===== config.mk =====
export PLATFORM = sky130hd
export DESIGN_NAME = car_traffic_controller
export DESIGN_NICKNAME = d
export VERILOG_FILES = /design/src/rtl/car_traffic_controller_pkg.sv /design/src/rtl/car_traffic_controller_lane_step.sv /design/src/rtl/car_traffic_controller.sv
export SDC_FILE = /design/constraint.sdc
export NUM_CORES = 1
export LEC_CHECK = 0
export ABC_AREA = 1
export ABC_CLOCK_PERIOD_IN_PS = 3550
export CAP_MARGIN = 15
export CORE_ASPECT_RATIO = 1.25
export CORE_MARGIN = 1.5
export CORE_UTILIZATION = 44
export CTS_CLUSTER_SIZE = 8
export DETAILED_ROUTE_END_ITERATION = 8
export PLACE_DENSITY = 0.7
export SLEW_MARGIN = 15
export SYNTH_ARGS = -nofsm -noshare
export SYNTH_HDL_FRONTEND = slang
export SYNTH_SLANG_ARGS = --single-unit

===== constraint.sdc =====
create_clock -name i_Clk -period 3.55 [get_ports i_Clk]
set_clock_uncertainty 0.1 [all_clocks]
set_input_delay 0.355 -clock i_Clk [delete_from_list [all_inputs] [get_ports i_Clk]]
set_output_delay 0.355 -clock i_Clk [all_outputs]
set_load 0.05 [all_outputs]

===== src/rtl/car_traffic_controller_pkg.sv =====
// Shared constants and types for the car traffic controller: lane geometry,
// per-car base speed, direction and FSM state encoding.
package car_traffic_controller_pkg;

  localparam int unsigned NUM_CARS = 4;
  localparam int unsigned X_W      = 10;
  localparam int unsigned Y_W      = 9;
  localparam int unsigned STEP_W   = 4;
  localparam int unsigned LVL_W    = 3;
  localparam int unsigned IDX_W    = 2;
  localparam int unsigned CNT_W    = 10;

  // Element [n] belongs to car n+1
  localparam logic [NUM_CARS-1:0][Y_W-1:0]    LANE_Y    = {9'd288, 9'd224, 9'd160, 9'd96};
  localparam logic [NUM_CARS-1:0][STEP_W-1:0] BASE_STEP = {4'd3, 4'd1, 4'd2, 4'd1};
  localparam logic [NUM_CARS-1:0][STEP_W-1:0] INIT_MULT = {4'd15, 4'd10, 4'd5, 4'd0};
  // Bit set means the car moves left (-X)
  localparam logic [NUM_CARS-1:0]             CAR_DIR   = 4'b1010;

  typedef enum logic [1:0] {
    S_IDLE   = 2'd0,
    S_CALC   = 2'd1,
    S_COMMIT = 2'd2
  } state_e;

endpackage


===== src/rtl/car_traffic_controller_lane_step.sv =====
// Combinational one-car advance: moves X by step in the given direction and
// wraps into 0..H_VISIBLE_AREA-1 using an 11-bit intermediate.
module car_traffic_controller_lane_step
  import car_traffic_controller_pkg::*;
#(
  parameter int unsigned H_VISIBLE_AREA = 640
) (
  input  logic [X_W-1:0]    i_x,
  input  logic [STEP_W-1:0] i_step,
  input  logic              i_dir_left,
  output logic [X_W-1:0]    o_x_next_c
);

  localparam int unsigned SUM_W = X_W + 1;

  logic [SUM_W-1:0] x_ext;
  logic [SUM_W-1:0] step_ext;
  logic [SUM_W-1:0] h_ext;
  logic [SUM_W-1:0] sum;

  always_comb begin
    x_ext    = SUM_W'(i_x);
    step_ext = SUM_W'(i_step);
    h_ext    = SUM_W'(H_VISIBLE_AREA);
    sum      = '0;
    if (i_dir_left) begin
      if (x_ext < step_ext) sum = x_ext + h_ext - step_ext;
      else                  sum = x_ext - step_ext;
    end else begin
      sum = x_ext + step_ext;
      if (sum >= h_ext) sum = sum - h_ext;
    end
    o_x_next_c = X_W'(sum);
  end

endmodule


===== src/rtl/car_traffic_controller.sv =====
// Per-frame car position generator: detects the start of vertical blanking,
// steps the four cars serially through one shared lane stepper, then commits.
module car_traffic_controller
  import car_traffic_controller_pkg::*;
#(
  parameter int unsigned TILE_SIZE      = 32,
  parameter int unsigned H_VISIBLE_AREA = 640,
  parameter int unsigned V_VISIBLE_AREA = 480
) (
  input  logic             i_Clk,
  input  logic             i_Reset,
  input  logic [CNT_W-1:0] i_H_Counter,
  input  logic [CNT_W-1:0] i_V_Counter,
  input  logic [LVL_W-1:0] i_Level,
  input  logic             i_Freeze,
  output logic [X_W-1:0]   o_Car_1X_Position,
  output logic [X_W-1:0]   o_Car_2X_Position,
  output logic [X_W-1:0]   o_Car_3X_Position,
  output logic [X_W-1:0]   o_Car_4X_Position,
  output logic [Y_W-1:0]   o_Car_1Y_Position,
  output logic [Y_W-1:0]   o_Car_2Y_Position,
  output logic [Y_W-1:0]   o_Car_3Y_Position,
  output logic [Y_W-1:0]   o_Car_4Y_Position,
  output logic             o_Update_Done
);

  localparam logic [NUM_CARS-1:0][X_W-1:0] INIT_X = {
    X_W'(INIT_MULT[3] * TILE_SIZE), X_W'(INIT_MULT[2] * TILE_SIZE),
    X_W'(INIT_MULT[1] * TILE_SIZE), X_W'(INIT_MULT[0] * TILE_SIZE)
  };

  state_e                       state_q, state_d;
  logic [IDX_W-1:0]             idx_q, idx_d;
  logic [LVL_W-1:0]             level_q, level_d;
  logic                         freeze_q, freeze_d;
  logic [CNT_W-1:0]             v_prev_q, v_prev_d;
  logic [NUM_CARS-1:0][X_W-1:0] work_x_q, work_x_d;
  logic [NUM_CARS-1:0][X_W-1:0] out_x_q, out_x_d;
  logic                         done_q, done_d;

  logic                         tick_c;
  logic [STEP_W-1:0]            step_c;
  logic [X_W-1:0]               lane_x_next_c;

  // Horizontal position plays no part in the frame tick
  logic unused_h_counter;
  assign unused_h_counter = ^i_H_Counter;

  assign tick_c = (i_V_Counter == CNT_W'(V_VISIBLE_AREA)) &&
                  (v_prev_q != CNT_W'(V_VISIBLE_AREA));
  assign step_c = freeze_q ? '0 : BASE_STEP[idx_q] + STEP_W'(level_q);

  car_traffic_controller_lane_step #(
    .H_VISIBLE_AREA (H_VISIBLE_AREA)
  ) u_lane_step (
    .i_x        (work_x_q[idx_q]),
    .i_step     (step_c),
    .i_dir_left (CAR_DIR[idx_q]),
    .o_x_next_c (lane_x_next_c)
  );

  always_comb begin
    state_d  = state_q;
    idx_d    = idx_q;
    level_d  = level_q;
    freeze_d = freeze_q;
    v_prev_d = i_V_Counter;
    work_x_d = work_x_q;
    out_x_d  = out_x_q;
    done_d   = 1'b0;
    case (state_q)
      S_IDLE: begin
        if (tick_c) begin
          state_d  = S_CALC;
          idx_d    = '0;
          level_d  = i_Level;
          freeze_d = i_Freeze;
        end
      end
      S_CALC: begin
        work_x_d[idx_q] = lane_x_next_c;
        idx_d           = idx_q + IDX_W'(1);
        if (idx_q == IDX_W'(NUM_CARS - 1)) state_d = S_COMMIT;
      end
      S_COMMIT: begin
        out_x_d = work_x_q;
        done_d  = 1'b1;
        state_d = S_IDLE;
      end
      default: state_d = S_IDLE;
    endcase
  end

  always_ff @(posedge i_Clk or posedge i_Reset) begin
    if (i_Reset) begin
      state_q  <= S_IDLE;
      idx_q    <= '0;
      level_q  <= '0;
      freeze_q <= 1'b0;
      v_prev_q <= '0;
      work_x_q <= INIT_X;
      out_x_q  <= INIT_X;
      done_q   <= 1'b0;
    end else begin
      state_q  <= state_d;
      idx_q    <= idx_d;
      level_q  <= level_d;
      freeze_q <= freeze_d;
      v_prev_q <= v_prev_d;
      work_x_q <= work_x_d;
      out_x_q  <= out_x_d;
      done_q   <= done_d;
    end
  end

  assign o_Car_1X_Position = out_x_q[0];
  assign o_Car_2X_Position = out_x_q[1];
  assign o_Car_3X_Position = out_x_q[2];
  assign o_Car_4X_Position = out_x_q[3];
  assign o_Car_1Y_Position = LANE_Y[0];
  assign o_Car_2Y_Position = LANE_Y[1];
  assign o_Car_3Y_Position = LANE_Y[2];
  assign o_Car_4Y_Position = LANE_Y[3];
  assign o_Update_Done     = done_q;

endmodule


==> metrics.csv <==
stage,metric,value,unit
sta,Worst Hold Slack,0.216,ns
clock_tree,H-tree depth,3,
sta,Max-slew headroom,57.3,%
synthesis,Avg Synthesized Cell Area,8.26,sq um
worst_setup_path,Worst Path Required,3.68,ns
synthesis,top_reg_cell synth,dfrtp_1,
synthesis,synth unique cells,45,
status,violations in the final reports,negative setup slack,
route,vias per cell,4.90,
final_layout,fin nets,860,
power_and_ir_drop,Leak Pwr,3.48,nW
synthesis,Mapped Cells,710,
synthesis,synth cell count leaders,"nand2_1 (206), inv_1 (84), dfrtp_1 (83)",
worst_setup_path,R2R setup slack,-0.01,ns
worst_setup_path,CP startpoint kind,flop,
power_and_ir_drop,power per cell area,925,nW/um^2
final_layout,Util after Layout,54.5,%
route,Detail Route Antenna Nets,0,
clock_tree,hold_buf cts,0,
global_route,pin count of the biggest net entering global routing,77,
die,Die Width,106,microns
sta,pins over their slew limit,0,
route,routed via count,4760,
min_path,Worst Hold Class,in -> async,
global_route,first-pass GRT wire length,21.7,mm
clock_tree,Root Buffer,clkbuf_16,
worst_setup_path,Worst path slowest cell,fa_2,
die,row cnt,47,
sta,Slew @ Worst Pin,0.632,ns
worst_setup_path,worst flop-to-flop path startpoint,idx_q[1]$_DFFE_PP0P_,
sta,Final min period,3.56,ns
worst_setup_path,crit-path max FO,4,
worst_setup_path,CP most frequent cell,nand2_2,
power_and_ir_drop,Worst VDD drop,0.392,mV
worst_setup_path,Reg-to-Reg End,work_x_q[8]$_DFFE_PP0P_,
die,Initial Util,44.7,%
worst_setup_path,Crit path largest cell delay,0.54,ns
die,CORE AREA,13100,sq um
route,final wirelength,13.0,mm
worst_setup_path,Critical Path End Type,flop,
clock_tree,Worst-path clk slew,0.07,ns
clock_tree,clock sinks,99,
synthesis,post-synthesis sequential area ratio,42.6,%
sta,fmax,0.281,GHz
synthesis,YS warnings,0,
die,Die Ht,132,microns
sta,"Hold Vio Cnt, Final",0,
synthesis,"count leader, synth",nand2_1,
sta,post-route setup slack,-0.0103,ns
route,DR iter-0 viols,300,
final_layout,layout cells sized above 1,19.4,%
place,number of port buffers,56,
final_layout,antenna cell count,0,
power_and_ir_drop,total power,0.00661,W
clock_tree,Bufs on Longest Clock Path,2,
status,status,"finished, violations left",
worst_setup_path,crit path DAT,3.69,ns
global_route,Tot GR Track Use,19.5,%
place,hpwl dp,9.73,mm
worst_setup_path,Setup CP Type,reg -> reg,
place,Placer Congestion,0.903,
global_route,vias in the first global route,4524,
synthesis,"EDFF count, synth",0,
synthesis,Synth Cell Area,5860,sq um
die,# IOs,103,
clock_tree,CTS tree,built,
sta,RSZ-0062 raised after global routing,yes,
clock_tree,clock latency on the worst-skew pair,0.34,ns
synthesis,number of synthesized register bits,99,
clock_tree,CTS Buf Count,9,
synthesis,top area cells in the synthesized netlist,"dfrtp_1 (35%), nand2_1 (13%), dfstp_2 (7.2%), ha_1 (7.0%), o21ai_0 (6.4%)",
route,wire per inst,13.4,microns
worst_setup_path,R2R cell count,26,
synthesis,biggest area consumer among synthesized cells,dfrtp_1,
global_route,initial antenna violation count,0,
die,die area,14000,sq um
final_layout,area grow syn2layout,21.8,%
synthesis,share of the synthesized area in the top cell type,35.4,%
sta,ratio of final minimum period to clock period,100,%
sta,final count of negative-setup-slack endpoints,2,
synthesis,Post-synth ARST share,100,%
route,drt pass-1 iters,5,
flow_run,Max Cap Viol,0,
global_route,grt total ovfl,0,
route,DRC viols,0,
cell usage in the layout (no fill, tap or decap), types with 2 or more instances in the layout:
| cell | n |
|---|---|
| nand3_2 | 11 |
| ha_1 | 26 |
| nand2_1 | 194 |
| o211ai_1 | 8 |
| xor2_1 | 6 |
| a21oi_1 | 11 |
| inv_1 | 76 |
| xnor2_1 | 3 |
| nand4_1 | 4 |
| nand3_1 | 27 |
| clkbuf_16 | 9 |
| clkdlybuf4s50_1 | 56 |
| fa_2 | 4 |
| nand3b_1 | 3 |
| o21ai_0 | 68 |
| o21ai_1 | 9 |
| a32oi_1 | 2 |
| nand2_2 | 23 |
| clkinv_2 | 4 |
| inv_2 | 11 |
| nand2_4 | 3 |
| ha_4 | 6 |
| fa_1 | 2 |
| inv_6 | 2 |
| buf_4 | 38 |
| o21bai_1 | 2 |
| conb_1 | 36 |
| nor2_2 | 4 |
| dfstp_2 | 16 |
| nor2_1 | 23 |
| inv_4 | 2 |
| dfrtp_1 | 82 |
| mux2_2 | 4 |
metrics by stage:
stage	worst slack, ns	cells	instance area, sq um	setup TNS, ns
5_1_grt	-0.222	971	7140	-4.70
3_5_place_dp	-0.0940	944	6700	-0.539
6_report	-0.0103	971	7140	-0.0163
4_1_cts	-0.0540	968	7100	-0.603
3_3_place_gp	0.00257	944	6700	0
2_1_floorplan	-0.0172	744	6100	-0.0343
what timing repair did:
item / in CTS / in global routing
endpoints found under the setup margin: 22 / 32
endpoints found under the hold margin: 0 / 0
resized for setup: 23 / 11
pin swaps: 23 / 13
setup buffers: 9 / 2
cells by family after synthesis:
logic type      after synthesis  synth area share (%)
mux                           6                  1.32
simple gates                298                  22.0
buf+inv                     149                  12.8
flops                        99                  42.6
xor+xnor                     10                  1.49
other cells                   2                 0.128
compound gates              107                  10.5
fa+ha+maj                    39                  9.09
worst max-delay path by stage:
stage,start,endpoint,slack [ns],cells past startpoint
2_1_floorplan,idx_q[1]$_DFFE_PP0P_,work_x_q[18]$_DFFE_PP0P_,-0.02,28
3_3_place_gp,idx_q[1]$_DFFE_PP0P_,work_x_q[8]$_DFFE_PP0P_,0.003,26
3_5_place_dp,idx_q[1]$_DFFE_PP0P_,work_x_q[18]$_DFFE_PP0P_,-0.09,26
4_1_cts,idx_q[1]$_DFFE_PP0P_,work_x_q[8]$_DFFE_PP0P_,-0.05,24
5_1_grt,idx_q[1]$_DFFE_PP0P_,work_x_q[37]$_DFFE_PP1P_,-0.22,20
6_report,idx_q[1]$_DFFE_PP0P_,work_x_q[8]$_DFFE_PP0P_,-0.01,26
registers in the layout (all words and copies together), names as in the netlist:
signal             flops
idx_q                  2
o_Car_1X_Position     10
level_q                3
freeze_q               1
state_q                2
o_Car_3X_Position     10
o_Update_Done          1
o_Car_4X_Position     10
v_prev_q              10
o_Car_2X_Position     10
work_x_q              40
cell type report:
cell class                 instances  area [sq um]
clock buffer                      10           229
tap                              171           214
timing repair buffer              96           871
fill                            1185          5970
multi-input combinational        496          2920
clock inverter                     6          40.0
inverter                          93           368
sequential                        99          2500
layer usage:
metal | share of wire (%) | vias up | global-route usage [%]
met2 | 52 | 140 | 33.7
met1 | 41 | 2255 | 24.5
met3 | 4.1 | 25 | 2.62
met4 | 3.0 | 0 | 7.58
li1 | - | 2340 | -
met5 | 0 | - | 0
power by group:
part           internal [W]  leakage [nW]  total [W]  switching (W)
sequential          0.00127          1.24    0.00135      0.0000800
clock              0.000475         0.133   0.000887       0.000412
combinational       0.00169          2.10    0.00437        0.00268
critical path: cells and delay by family (launching register included):
kind	cells	cell delay (ns)
fa+ha+maj	5	1.36
flops	1	0.45
simple gates	15	1.21
buf+inv	6	0.31
No activity file was read; power rests on OpenSTA's default activity.
